## config.mk

```make
export PLATFORM = sky130hd
export DESIGN_NAME = round_key_reader
export DESIGN_NICKNAME = d
export VERILOG_FILES = /design/src/rtl/round_key_reader_pkg.sv /design/src/rtl/round_key_reader_inv_mix_columns_word.sv /design/src/rtl/round_key_reader.sv
export SDC_FILE = /design/constraint.sdc
export NUM_CORES = 2
export LEC_CHECK = 0
export BUFFER_PORTS_ARGS = -buffer_cell sky130_fd_sc_hd__buf_4
export CORE_AREA = 2 2 610 612
export DETAILED_ROUTE_END_ITERATION = 10
export DIE_AREA = 0 0 612 614
export PLACE_DENSITY_LB_ADDON = 0.08
export SYNTH_ARGS = -nofsm -noshare
export SYNTH_HDL_FRONTEND = slang
export SYNTH_HIERARCHICAL = 1
export SYNTH_SLANG_ARGS = --single-unit
```

## constraint.sdc

```tcl
create_clock -name clk -period 1.9 [get_ports clk]
set_input_delay 0.095 -clock clk [delete_from_list [all_inputs] [get_ports clk]]
set_output_delay 0.095 -clock clk [all_outputs]
set_load 0.02 [all_outputs]
```

## src/rtl/round_key_reader_pkg.sv

```systemverilog
// Shared types, sizes and GF(2^8) helpers for the round-key reader.
package round_key_reader_pkg;

  localparam int unsigned KEY_WIDTH          = 128;
  localparam int unsigned NUM_ROUNDS         = 10;
  localparam int unsigned NUM_KEYS           = NUM_ROUNDS + 1;
  localparam int unsigned EXPANDED_KEY_WIDTH = KEY_WIDTH * NUM_KEYS;
  localparam int unsigned IDX_W              = 4;
  localparam int unsigned WORD_W             = 32;
  localparam int unsigned COLS               = KEY_WIDTH / WORD_W;

  // AES field reduction polynomial (x^8 + x^4 + x^3 + x + 1, low byte)
  localparam logic [7:0] GF_POLY   = 8'h1b;
  localparam logic [3:0] GF_MUL_09 = 4'h9;
  localparam logic [3:0] GF_MUL_0B = 4'hb;
  localparam logic [3:0] GF_MUL_0D = 4'hd;
  localparam logic [3:0] GF_MUL_0E = 4'he;

  typedef enum logic {
    IDLE   = 1'b0,
    STREAM = 1'b1
  } state_e;

  function automatic logic [7:0] xtime(input logic [7:0] a);
    return {a[6:0], 1'b0} ^ (a[7] ? GF_POLY : 8'h00);
  endfunction

  // Multiply by a 4-bit constant using the xtime ladder
  function automatic logic [7:0] gf_mul(input logic [7:0] a, input logic [3:0] b);
    logic [7:0] x2;
    logic [7:0] x4;
    logic [7:0] x8;
    x2 = xtime(a);
    x4 = xtime(x2);
    x8 = xtime(x4);
    return (b[0] ? a : 8'h00) ^ (b[1] ? x2 : 8'h00) ^
           (b[2] ? x4 : 8'h00) ^ (b[3] ? x8 : 8'h00);
  endfunction

endpackage

```

## src/rtl/round_key_reader_inv_mix_columns_word.sv

```systemverilog
// Combinational InvMixColumns on one 32-bit AES column (row 0 in the MSB byte).
module inv_mix_columns_word
  import round_key_reader_pkg::*;
(
  input  logic [WORD_W-1:0] col_in,
  output logic [WORD_W-1:0] col_out_c
);

  logic [7:0] s0, s1, s2, s3;

  always_comb begin
    s0 = col_in[31:24];
    s1 = col_in[23:16];
    s2 = col_in[15:8];
    s3 = col_in[7:0];
    col_out_c[31:24] = gf_mul(s0, GF_MUL_0E) ^ gf_mul(s1, GF_MUL_0B) ^
                       gf_mul(s2, GF_MUL_0D) ^ gf_mul(s3, GF_MUL_09);
    col_out_c[23:16] = gf_mul(s0, GF_MUL_09) ^ gf_mul(s1, GF_MUL_0E) ^
                       gf_mul(s2, GF_MUL_0B) ^ gf_mul(s3, GF_MUL_0D);
    col_out_c[15:8]  = gf_mul(s0, GF_MUL_0D) ^ gf_mul(s1, GF_MUL_09) ^
                       gf_mul(s2, GF_MUL_0E) ^ gf_mul(s3, GF_MUL_0B);
    col_out_c[7:0]   = gf_mul(s0, GF_MUL_0B) ^ gf_mul(s1, GF_MUL_0D) ^
                       gf_mul(s2, GF_MUL_09) ^ gf_mul(s3, GF_MUL_0E);
  end

endmodule

```

## src/rtl/round_key_reader.sv

```systemverilog
// Buffers an expanded AES key and streams round keys forward or reverse over valid/ready.
// Optional ROUND_KEY_EQINV_EN: InvMixColumns on middle decrypt keys (equivalent inverse cipher).
module round_key_reader
  import round_key_reader_pkg::*;
(
  input  logic                          clk,
  input  logic                          reset_n,
  input  logic                          load,
  input  logic                          decrypt,
  input  logic [EXPANDED_KEY_WIDTH-1:0] key_reg,
  input  logic                          rk_ready,
  output logic                          rk_valid,
  output logic [KEY_WIDTH-1:0]          rk_data,
  output logic [IDX_W-1:0]              rk_index,
  output logic                          rk_last,
  output logic                          busy
);

  localparam logic [IDX_W-1:0] LAST_IDX = IDX_W'(NUM_ROUNDS);
  localparam logic [IDX_W-1:0] PENU_IDX = IDX_W'(NUM_ROUNDS - 1);

  state_e                          state_q, state_d;
  logic [EXPANDED_KEY_WIDTH-1:0]   buf_q, buf_d;
  logic                            dec_q, dec_d;
  logic [IDX_W-1:0]                idx_q, idx_d;
  logic                            valid_q, valid_d;
  logic                            last_q, last_d;
  logic                            busy_q, busy_d;
  logic [KEY_WIDTH-1:0]            raw_key;

  always_ff @(posedge clk or negedge reset_n) begin
    if (!reset_n) begin
      state_q <= IDLE;
      buf_q   <= '0;
      dec_q   <= 1'b0;
      idx_q   <= '0;
      valid_q <= 1'b0;
      last_q  <= 1'b0;
      busy_q  <= 1'b0;
    end else begin
      state_q <= state_d;
      buf_q   <= buf_d;
      dec_q   <= dec_d;
      idx_q   <= idx_d;
      valid_q <= valid_d;
      last_q  <= last_d;
      busy_q  <= busy_d;
    end
  end

  // Next-state: load only from IDLE; step the index on each accepted key
  always_comb begin
    state_d = state_q;
    buf_d   = buf_q;
    dec_d   = dec_q;
    idx_d   = idx_q;
    valid_d = valid_q;
    last_d  = last_q;
    busy_d  = busy_q;
    case (state_q)
      IDLE: begin
        if (load) begin
          state_d = STREAM;
          buf_d   = key_reg;
          dec_d   = decrypt;
          idx_d   = decrypt ? LAST_IDX : '0;
          valid_d = 1'b1;
          busy_d  = 1'b1;
          last_d  = 1'b0;
        end
      end
      STREAM: begin
        if (valid_q && rk_ready) begin
          if (last_q) begin
            state_d = IDLE;
            valid_d = 1'b0;
            busy_d  = 1'b0;
            last_d  = 1'b0;
          end else if (dec_q) begin
            idx_d  = idx_q - IDX_W'(1);
            last_d = (idx_q == IDX_W'(1));
          end else begin
            idx_d  = idx_q + IDX_W'(1);
            last_d = (idx_q == PENU_IDX);
          end
        end
      end
    endcase
  end

  // Select the current round key from the registered buffer
  always_comb begin
    raw_key = '0;
    for (int unsigned i = 0; i < NUM_KEYS; i++) begin
      if (idx_q == IDX_W'(i)) raw_key = buf_q[i*KEY_WIDTH +: KEY_WIDTH];
    end
  end

`ifdef ROUND_KEY_EQINV_EN
  logic [KEY_WIDTH-1:0] imc_key;
  logic                 use_imc;

  for (genvar c = 0; c < int'(COLS); c++) begin : g_imc
    inv_mix_columns_word u_imc (
      .col_in    (raw_key[c*WORD_W +: WORD_W]),
      .col_out_c (imc_key[c*WORD_W +: WORD_W])
    );
  end

  assign use_imc = dec_q && (idx_q != '0) && (idx_q != LAST_IDX);
  assign rk_data = use_imc ? imc_key : raw_key;
`else
  assign rk_data = raw_key;
`endif

  assign rk_valid = valid_q;
  assign rk_index = idx_q;
  assign rk_last  = last_q;
  assign busy     = busy_q;

endmodule

```

==> results.md <==
* Outcome: finished, violations left
* Failing checks: negative setup slack
* Avg WL per Cell at 27.0 um
* Drt initial violations at 4923
* Worst-Skew Late Latency at 0.87 ns
* CP max FO at 17
* EDFF count, synth at 0
* Total placed instance area at approximately 88000 um^2
* Reg clk slew, reported paths at 0.06 ns
* Routed WL at approximately 470000 um
* Crit path arrival time at around 3.4 ns
* Max cap viols at 0
* Final #Nets at roughly 14000
* Die Ht at approximately 600 um
* Clk buf depth at 4
* Worst vdd ir at slightly below 0.0008 V
* DRT Pass-1 Iters at 5
* FP Rows at around 220
* Reg-to-Reg Start: rk_index[0]
* Fillers at between 30000 and 40000
* Post-route ant nets at 0
* DPL Wire Length at 343000 um
* Total number of yosys warnings at 6
* Via density at 4.37
* Setup Skew at 0.0583 ns
* Setup ws final at -1.62 ns
* CTS tree: built
* First-pass GRT wire length at 634000 um
* IO buf count at 1547
* Dominant cell type by area after synthesis: dfrtp_1
* Area Growth Syn to Fin at 95.3%
* # DRC at 0
* Final instance area at 126000 um^2
* HP Start: key_reg[606]
* Type of the tightest min-delay check: input port to flip-flop
* Fmax at 0.284 GHz
* Critical Path RT at 1.80 ns
* P_leak at 0.0593 uW
* RSZ-0062 raised after global routing: true
* Largest net degree at the start of global routing at 101
* Clock Sinks at 1416
* Die Wd at 612 um
* Final cell count without fillers at 17400
* TritonCTS Buffers at around 190
* Crit path launch: rk_index[1]
* I/O pin count at about 1500
* Post-synthesis cell count at 7788
* Worst R2R Setup Slack at -0.16 ns
* Setup CP Type: flip-flop to output pin
* CORE AREA at between 300000 and 400000 um^2
* Die Area at 376000 um^2
* Max_slew headroom at between 20% and 30%
* #FFs+latches synth at ~1400
* Critical R2R Capture: rk_last
* Initial antenna violation count at 120
* Final Critical Period at between 3 and 4 ns
* Total power at 148000 uW
* Dpl cells at around 14000
* Worst Tran Pin Value at 1.11 ns
* Root Driver: clkbuf_16
* Final Setup Violations at 132
* Async SR Flop Fraction at 100%
* Final slew viol count at 0
* Cell area power density at around 1200 nW/um^2
* Critical path endpoint category: output pin
* Layout cells sized above 1 at roughly 26%
* GRT overflow at 0
* Crit share post-route at 185%
* Final GP Congestion at ~0.87
* Sequential area share after synthesis at 54.7%
* Setup crit end: rk_data[92]
* Synth Flop Type: dfrtp_1
* Crit start category: flip-flop
* Starting Density at between 15 and 20%
* Synth area leaders: dfrtp_1 55%, nand2_1 23%, a221oi_1 4.4%
* DR vias at ~76000
* Number of global-route vias before repair at just over 80000
* Synth Cell Area at 64700 um^2
* Worst Reg-to-Reg Cells at 9
* Syn_area_per_cell at a little over 8 um^2
* Synth unique cells at 53
* Hold Violations, Final at 0
* Syn nets at 9206
* Hold slack final at 0.0527 ns
* H-tree depth at 4
* Synth top area share at a little over half
* Tot GR Track Use at 23.9%
## per-layer routing
metal	track usage, %	vias up	part of all wire [%]
li1	-	34800	-
met4	9.73	42	4.6
met1	30.3	38300	43
met3	3.04	694	4.2
met5	0	-	0.056
met2	41.0	2275	48
## area by class of cell
class	instances	area, um^2	share of cell area, %
Clock inverter	50	548	0.433
Inverter	204	776	0.614
Timing Repair Buffer	4867	48000	38.0
Sequential cell	1416	35400	28.0
Clock buffer	292	5870	4.64
Tap cell	4972	6220	4.92
Antenna cell	65	163	0.129
Multi-Input combinational cell	5556	29400	23.3
## cells in the mapped netlist, types with 2 or more instances
cell type	count
buf_6	20
ha_1	5
buf_4	10
nand3_1	20
o221ai_1	17
buf_2	266
nor2_1	37
a221oi_1	327
and2_1	3
nor3_1	2
inv_2	2
o32a_1	19
nand2_1	3966
a21oi_1	271
o32ai_1	92
nand2b_1	5
and4b_1	2
a22o_1	20
o22ai_1	146
o21ai_0	341
o211ai_1	93
a221o_1	2
nor4b_1	2
o41ai_2	18
buf_1	28
o21ai_1	11
clkbuf_1	287
dfrtp_1	1416
a22oi_1	128
o21a_1	2
inv_1	202
nor2b_1	7
## where the power goes
part | switching (uW) | total (uW) | internal (uW)
registers | 3040 | 37400 | 34400
logic | 40200 | 73100 | 32900
clock network | 15400 | 37700 | 22300
total | 58700 | 148000 | 89500
## logic make-up (layout without fill, tap and decap cells)
logic type / Yosys count / after routing / synth area share (%)
other: 0 / 65 / 0
DFF: 1416 / 1416 / 54.7
buffers and inverters: 816 / 5413 / 5.55
adders and majority gates: 5 / 5 / 0.0966
and+or+nand+nor: 4054 / 4054 / 23.7
AOI/OAI and AO/OA: 1493 / 1493 / 15.8
xor gates and xnor gates: 2 / 2 / 0.0271
muxes: 2 / 2 / 0.0329
## sequential cells by signal, summed over array words and instances, names as in the netlist
name,cells
busy,1
buf_q,1408
rk_last,1
rk_index,4
dec_q,1
state_q,1
## through the flow
step	worst slack (ns)	setup TNS, ns	utilization [%]
after global placement	-1.42	-97.65	23.6
after CTS	-1.76	-210.72	33.5
after detailed placement	-1.33	-97.21	23.6
after global routing	-1.75	-210.34	34.1
final	-1.62	-190.82	34.1
after floorplan	-0.345	-28.25	-
## worst max-delay path, stage by stage (launching register included)
cell and delay [ns]:
dfrtp_2 0.45, ha_4 0.24, buf_8 0.20, buf_8 0.23
a221oi_2 0.12, o32ai_4 0.42, buf_4 0.19, o211ai_1 0.19
a21oi_2 0.23, buf_6 0.16, buf_6 0.12
## layout by cell type, fill, tap and decap left out, types with 9 or more instances in the layout
cell type and n:
nand2_1 3956, dlygate4sd3_1 2525, buf_4 1852, dfrtp_1 1412, o21ai_0 322, buf_12 239, clkbuf_16 210, inv_1 200
a221oi_1 170, buf_6 161, a21oi_1 139, a221oi_2 127, o22ai_1 122, a21oi_2 122, o211ai_1 93, a22oi_1 83
diode_2 65, o32ai_2 57, clkbuf_8 56, buf_16 49, a22oi_2 45, clkbuf_1 38, a221oi_4 31, clkinv_2 31
nor2_1 25, o32ai_1 23, buf_8 21, a22o_1 20, nand3_1 20, o41ai_4 19, o22ai_2 16, o221ai_1 15
o32a_1 15, o21ai_2 13, o32ai_4 12, a21oi_4 10, o21ai_1 9
## worst min-delay path by stage
stage | to | cells after the start
floorplan | buf_q[0] | 0
global placement | buf_q[970] | 1
detailed placement | buf_q[970] | 1
CTS | buf_q[100] | 4
global route | buf_q[610] | 4
finish | buf_q[606] | 4
## repair_timing
action | CTS | global route
resized for setup | 536 | 254
endpoints found under the hold margin | 2832 | 0
hold buffers | 2526 | 0
buffers inserted | 107 | 80
pin swaps | 183 | 206
setup endpoints to repair | 133 | 139
cloned | 34 | 14
Note: power is estimated with default switching activity, not from simulation.
